**config.mk**
```make
export PLATFORM = sky130hd
export DESIGN_NAME = instruction_queue
export DESIGN_NICKNAME = d
export VERILOG_FILES = /design/src/rtl/instruction_queue_pkg.sv /design/src/rtl/instruction_queue.sv
export SDC_FILE = /design/constraint.sdc
export NUM_CORES = 2
export LEC_CHECK = 0
export ABC_CLOCK_PERIOD_IN_PS = 28000
export BUFFER_PORTS_ARGS = -buffer_cell sky130_fd_sc_hd__buf_2
export CAP_MARGIN = 20
export CORE_MARGIN = 4
export CORE_UTILIZATION = 55
export CTS_BUF_LIST = sky130_fd_sc_hd__clkbuf_16
export DETAILED_ROUTE_END_ITERATION = 16
export PLACE_DENSITY = 0.72
export REMOVE_ABC_BUFFERS = 1
export SLEW_MARGIN = 20
export SYNTH_ARGS = -nofsm -noshare
export SYNTH_HDL_FRONTEND = slang
export SYNTH_SLANG_ARGS = --single-unit
```
**constraint.sdc**
```tcl
create_clock -name clk -period 28 [get_ports clk]
set_input_delay 1.4 -clock clk [delete_from_list [all_inputs] [get_ports clk]]
set_output_delay 1.4 -clock clk [all_outputs]
set_load 0.1 [all_outputs]
```
**src/rtl/instruction_queue_pkg.sv**
```systemverilog
// Shared types for the fetch-to-decode instruction queue.
package instruction_queue_pkg;

    typedef struct packed {
        logic [31:0] pc;
        logic [31:0] pc_next;
        logic [63:0] order;
    } inst_info_t;

    typedef struct packed {
        inst_info_t  info;
        logic [31:0] inst;
    } iq_entry_t;

    localparam int unsigned IQ_DEPTH = 16;

endpackage

```
**src/rtl/instruction_queue.sv**
```systemverilog
// Circular FIFO between fetch and decode; first-word-fall-through head, flush empties it.
module instruction_queue
    import instruction_queue_pkg::*;
#(
    parameter  int unsigned DEPTH = IQ_DEPTH,
    localparam int unsigned PTR_W = $clog2(DEPTH)
) (
    input  logic             clk,
    input  logic             rst_n,
    input  logic             flush,
    input  logic             enq,
    input  inst_info_t       enq_inst_info,
    input  logic [31:0]      enq_inst,
    input  logic             deq,
    output logic             deq_valid,
    output inst_info_t       deq_inst_info,
    output logic [31:0]      deq_inst,
    output logic             full,
    output logic             empty,
    output logic [PTR_W:0]   count
);

    if ((DEPTH < 2) || ((DEPTH & (DEPTH - 1)) != 0)) begin : g_bad_depth
        $fatal(1, "instruction_queue: DEPTH must be a power of two and >= 2");
    end

    localparam logic [PTR_W:0] PtrOne = 1;

    // MSB of each pointer is the wrap bit; the low PTR_W bits index storage.
    logic [PTR_W:0] head_q, head_d;
    logic [PTR_W:0] tail_q, tail_d;
    iq_entry_t      mem [DEPTH];
    iq_entry_t      head_entry;
    logic           enq_fire;
    logic           deq_fire;

    assign empty     = (head_q == tail_q);
    assign full      = (head_q[PTR_W-1:0] == tail_q[PTR_W-1:0]) &&
                       (head_q[PTR_W] != tail_q[PTR_W]);
    assign count     = tail_q - head_q;
    assign deq_valid = !empty;

    assign enq_fire = enq && !full && !flush;
    assign deq_fire = deq && !empty && !flush;

    always_comb begin
        head_d = head_q;
        tail_d = tail_q;
        if (flush) begin
            head_d = '0;
            tail_d = '0;
        end else begin
            if (enq_fire) tail_d = tail_q + PtrOne;
            if (deq_fire) head_d = head_q + PtrOne;
        end
    end

    always_ff @(posedge clk or negedge rst_n) begin
        if (!rst_n) begin
            head_q <= '0;
            tail_q <= '0;
        end else begin
            head_q <= head_d;
            tail_q <= tail_d;
        end
    end

    // Storage is deliberately left unreset; validity comes from the pointers.
    always_ff @(posedge clk) begin
        if (enq_fire) begin
            mem[tail_q[PTR_W-1:0]] <= '{info: enq_inst_info, inst: enq_inst};
        end
    end

    assign head_entry    = mem[head_q[PTR_W-1:0]];
    assign deq_inst_info = head_entry.info;
    assign deq_inst      = head_entry.inst;

endmodule

```
==> flow_summary.json <==
{
  "final_layout_size_suffix_gt1_share_pct": 25.0,
  "post-place-cells": 6859,
  "critPathArrivalTime_ps": 5760,
  "relSlewSlack_pct": 22.3,
  "grt-ovfl-total": 0,
  "criticalPathCategory": "reg2out",
  "worst_hold_slack_ps": 414,
  "syn_inst": 4353,
  "worst_pin_slew_ps": 1160,
  "cts_setup_buffers": 0,
  "p_seq_share_pct": 49.5,
  "final_area_um2": 109000,
  "postRouteAntennaNets": 0,
  "seq_area_frac_synth_pct": 78.9,
  "yosysTopAreaCellShare_pct": 78.7,
  "first_pass_iters": 6,
  "rsz0062_at_grt": "no",
  "hp-class": "in2async",
  "cts.path.max_buffers": 3,
  "p_per_area_nw_per_um2": 79.1,
  "rows": 154,
  "vias_per_cell": 6.33,
  "die_area_um2": 184000,
  "cts.repair.resized": 0,
  "cts-root-buf": "clkbuf_16",
  "totalWireLength_um": 219000,
  "clock_latency_ps": 860,
  "power.switching_mw": 2.30,
  "switching_share_pct": 26.6,
  "synthTopCellsByCount": "edfxtp_1, mux2i_1, mux4_2",
  "drc": 0,
  "r2r-end": "mem[8][60]$_DFFE_PP_",
  "crit_required_ps": 26600,
  "routedWlPerCell_um": 29.9,
  "timing.rr.start": "head_q[3]$_DFFE_PN0P_",
  "hold_viol_final": 0,
  "register_area_um2": 77100,
  "fmax_mhz": 140,
  "multi_input_area_um2": 19300,
  "route.vias.total": 46400,
  "synthFlopType": "edfxtp_1",
  "cts_made_buffers": 241,
  "grt_start_max_net_pins": 122,
  "syn-cell-area_um2": 97700,
  "end_kind": "output pin",
  "fill_cells": 11800,
  "synth_area_leaders": "edfxtp_1, mux4_2, mux2i_1",
  "clk_pin_slew_ps": 60,
  "die_x_um": 429,
  "peakVddDrop_mv": 0.0763,
  "status": "finished, final reports clean",
  "ys_ff_latch": 2570,
  "post-route-min-period_ps": 7160,
  "tns_ps": 0,
  "async_flop_share_pct": 0.389,
  "place.port_buffers": 332,
  "power_frac_comb_pct": 15.4,
  "area_delta_synth_final_pct": 11.9,
  "synth_most_common_cell": "edfxtp_1",
  "nets": 4938,
  "cts.sinks": 2570,
  "track_usage_pct": 23.8,
  "place.gp.congestion": 0.739,
  "dpl-instance-area_um2": 102000,
  "grt_pass1_wl_um": 323000,
  "synth_top_cell_by_area": "edfxtp_1",
  "first_global_vias": 47400,
  "drt_iter0_drc": 5223,
  "ys.warnings.count": 0,
  "worst-path-max-fanout": 50,
  "finalSetupViolCount": 0,
  "fp.coreArea_um2": 176000,
  "holdBufCountCts": 0,
  "ys_types": 32,
  "postSynthAreaPerCell_um2": 22.4,
  "io_pins": 333,
  "skew_ps": 34.7,
  "fin_cells": 7327,
  "fin_crit_sh_pct": 25.6,
  "start_util_pct": 55.4,
  "antenna_found_initial": 57,
  "dp_hpwl_um": 109000,
  "maxCapViolations": 0,
  "startpoint_type": "register",
  "synth_edf_count": 2560,
  "rr_worst_depth": 9,
  "cts_tree": "built",
  "final_core_util_pct": 62.0,
  "drv_slew": 0,
  "die_y_um": 429,
  "cellLeakagePower_nw": 33.4,
  "p_int_mw": 6.35,
  "clock_power_share_pct": 35.1,
  "htree_levels": 4,
  "rrSetupSlack_ps": 21590
}
==> cell type report <==
class	count	share of cell area [%]
Tap cell	2340	2.68
Antenna cell	19	0.0435
Clock inverter	205	1.21
Inverter	9	0.0378
Sequential cell	2570	70.5
Multi-Input combinational cell	1521	17.6
Timing Repair Buffer	420	2.30
Clock buffer	243	5.56
==> stage by stage <==
stage	setup WS, ps	total power, mW
2_1_floorplan	-13860	6.44
3_3_place_gp	21340	5.70
3_5_place_dp	21220	5.71
4_1_cts	20640	8.72
5_1_grt	20340	8.95
6_report	20840	8.65
==> worst max-delay path, stage by stage (launching register included) <==
cell,delay (ps)
dfrtp_4,810
buf_4,790
buf_4,810
buf_4,860
mux4_2,360
mux2i_1,60
o21ai_0,460
buf_2,530
==> registers in the layout (all words and copies together), names as in the netlist <==
signal / cells
mem: 2560
tail_q: 5
head_q: 5
==> cell families after synthesis <==
logic type,share of synthesized area [%]
flops,78.9
mux,16.0
compound gates,3.16
buf+inv,1.47
simple gates,0.197
xor+xnor,0.108
fa+ha+maj,0.136
==> worst max-delay path by stage <==
stage                          startpoint                    end  slack, ps  cells past startpoint
global route        head_q[0]$_DFFE_PN0P_           deq_inst[21]      20340                      7
detailed placement  head_q[3]$_DFFE_PN0P_   mem[8][60]$_DFFE_PP_      21220                      9
CTS                 head_q[0]$_DFFE_PN0P_      deq_inst_info[13]      20640                      8
finish              head_q[0]$_DFFE_PN0P_      deq_inst_info[76]      20840                      7
floorplan           head_q[0]$_DFFE_PN0P_    mem[0][0]$_DFFE_PP_     -13860                      5
global placement    head_q[3]$_DFFE_PN0P_  mem[8][155]$_DFFE_PP_      21340                      9
==> power groups by stage <==
stage,clock [mW],combinational (mW),sequential [mW]
floorplan,0,1.93,4.51
global placement,0,1.34,4.36
detailed placement,0,1.35,4.36
CTS,3.09,1.36,4.28
global route,3.26,1.41,4.28
finish,3.03,1.34,4.28
==> metal layers <==
| metal | GRT usage [%] | vias to the layer above | wire [um] |
|---|---|---|---|
| li1 | - | 19300 | - |
| met1 | 34.2 | 24700 | 89200 |
| met2 | 38.1 | 1961 | 108000 |
| met3 | 4.20 | 373 | 16600 |
| met4 | 6.95 | 22 | 5730 |
| met5 | 0 | - | 155 |
==> cell usage in the layout, fill, tap and decap left out, drive strengths merged, types with 3 or more instances in the layout <==
| cell | n |
|---|---|
| inv | 84 |
| mux4 | 480 |
| a21oi | 5 |
| buf | 420 |
| xor2 | 4 |
| nor3 | 4 |
| nand4 | 3 |
| clkinv | 112 |
| nand2 | 7 |
| clkbuf | 243 |
| diode | 19 |
| o21ai | 323 |
| bufinv | 10 |
| xnor2 | 8 |
| edfxtp | 2560 |
| mux2i | 482 |
| dfrtp | 10 |
| clkinvlp | 8 |
| a221oi | 160 |
| nor2 | 22 |
| ha | 9 |
(Power assumes the default switching activity.)
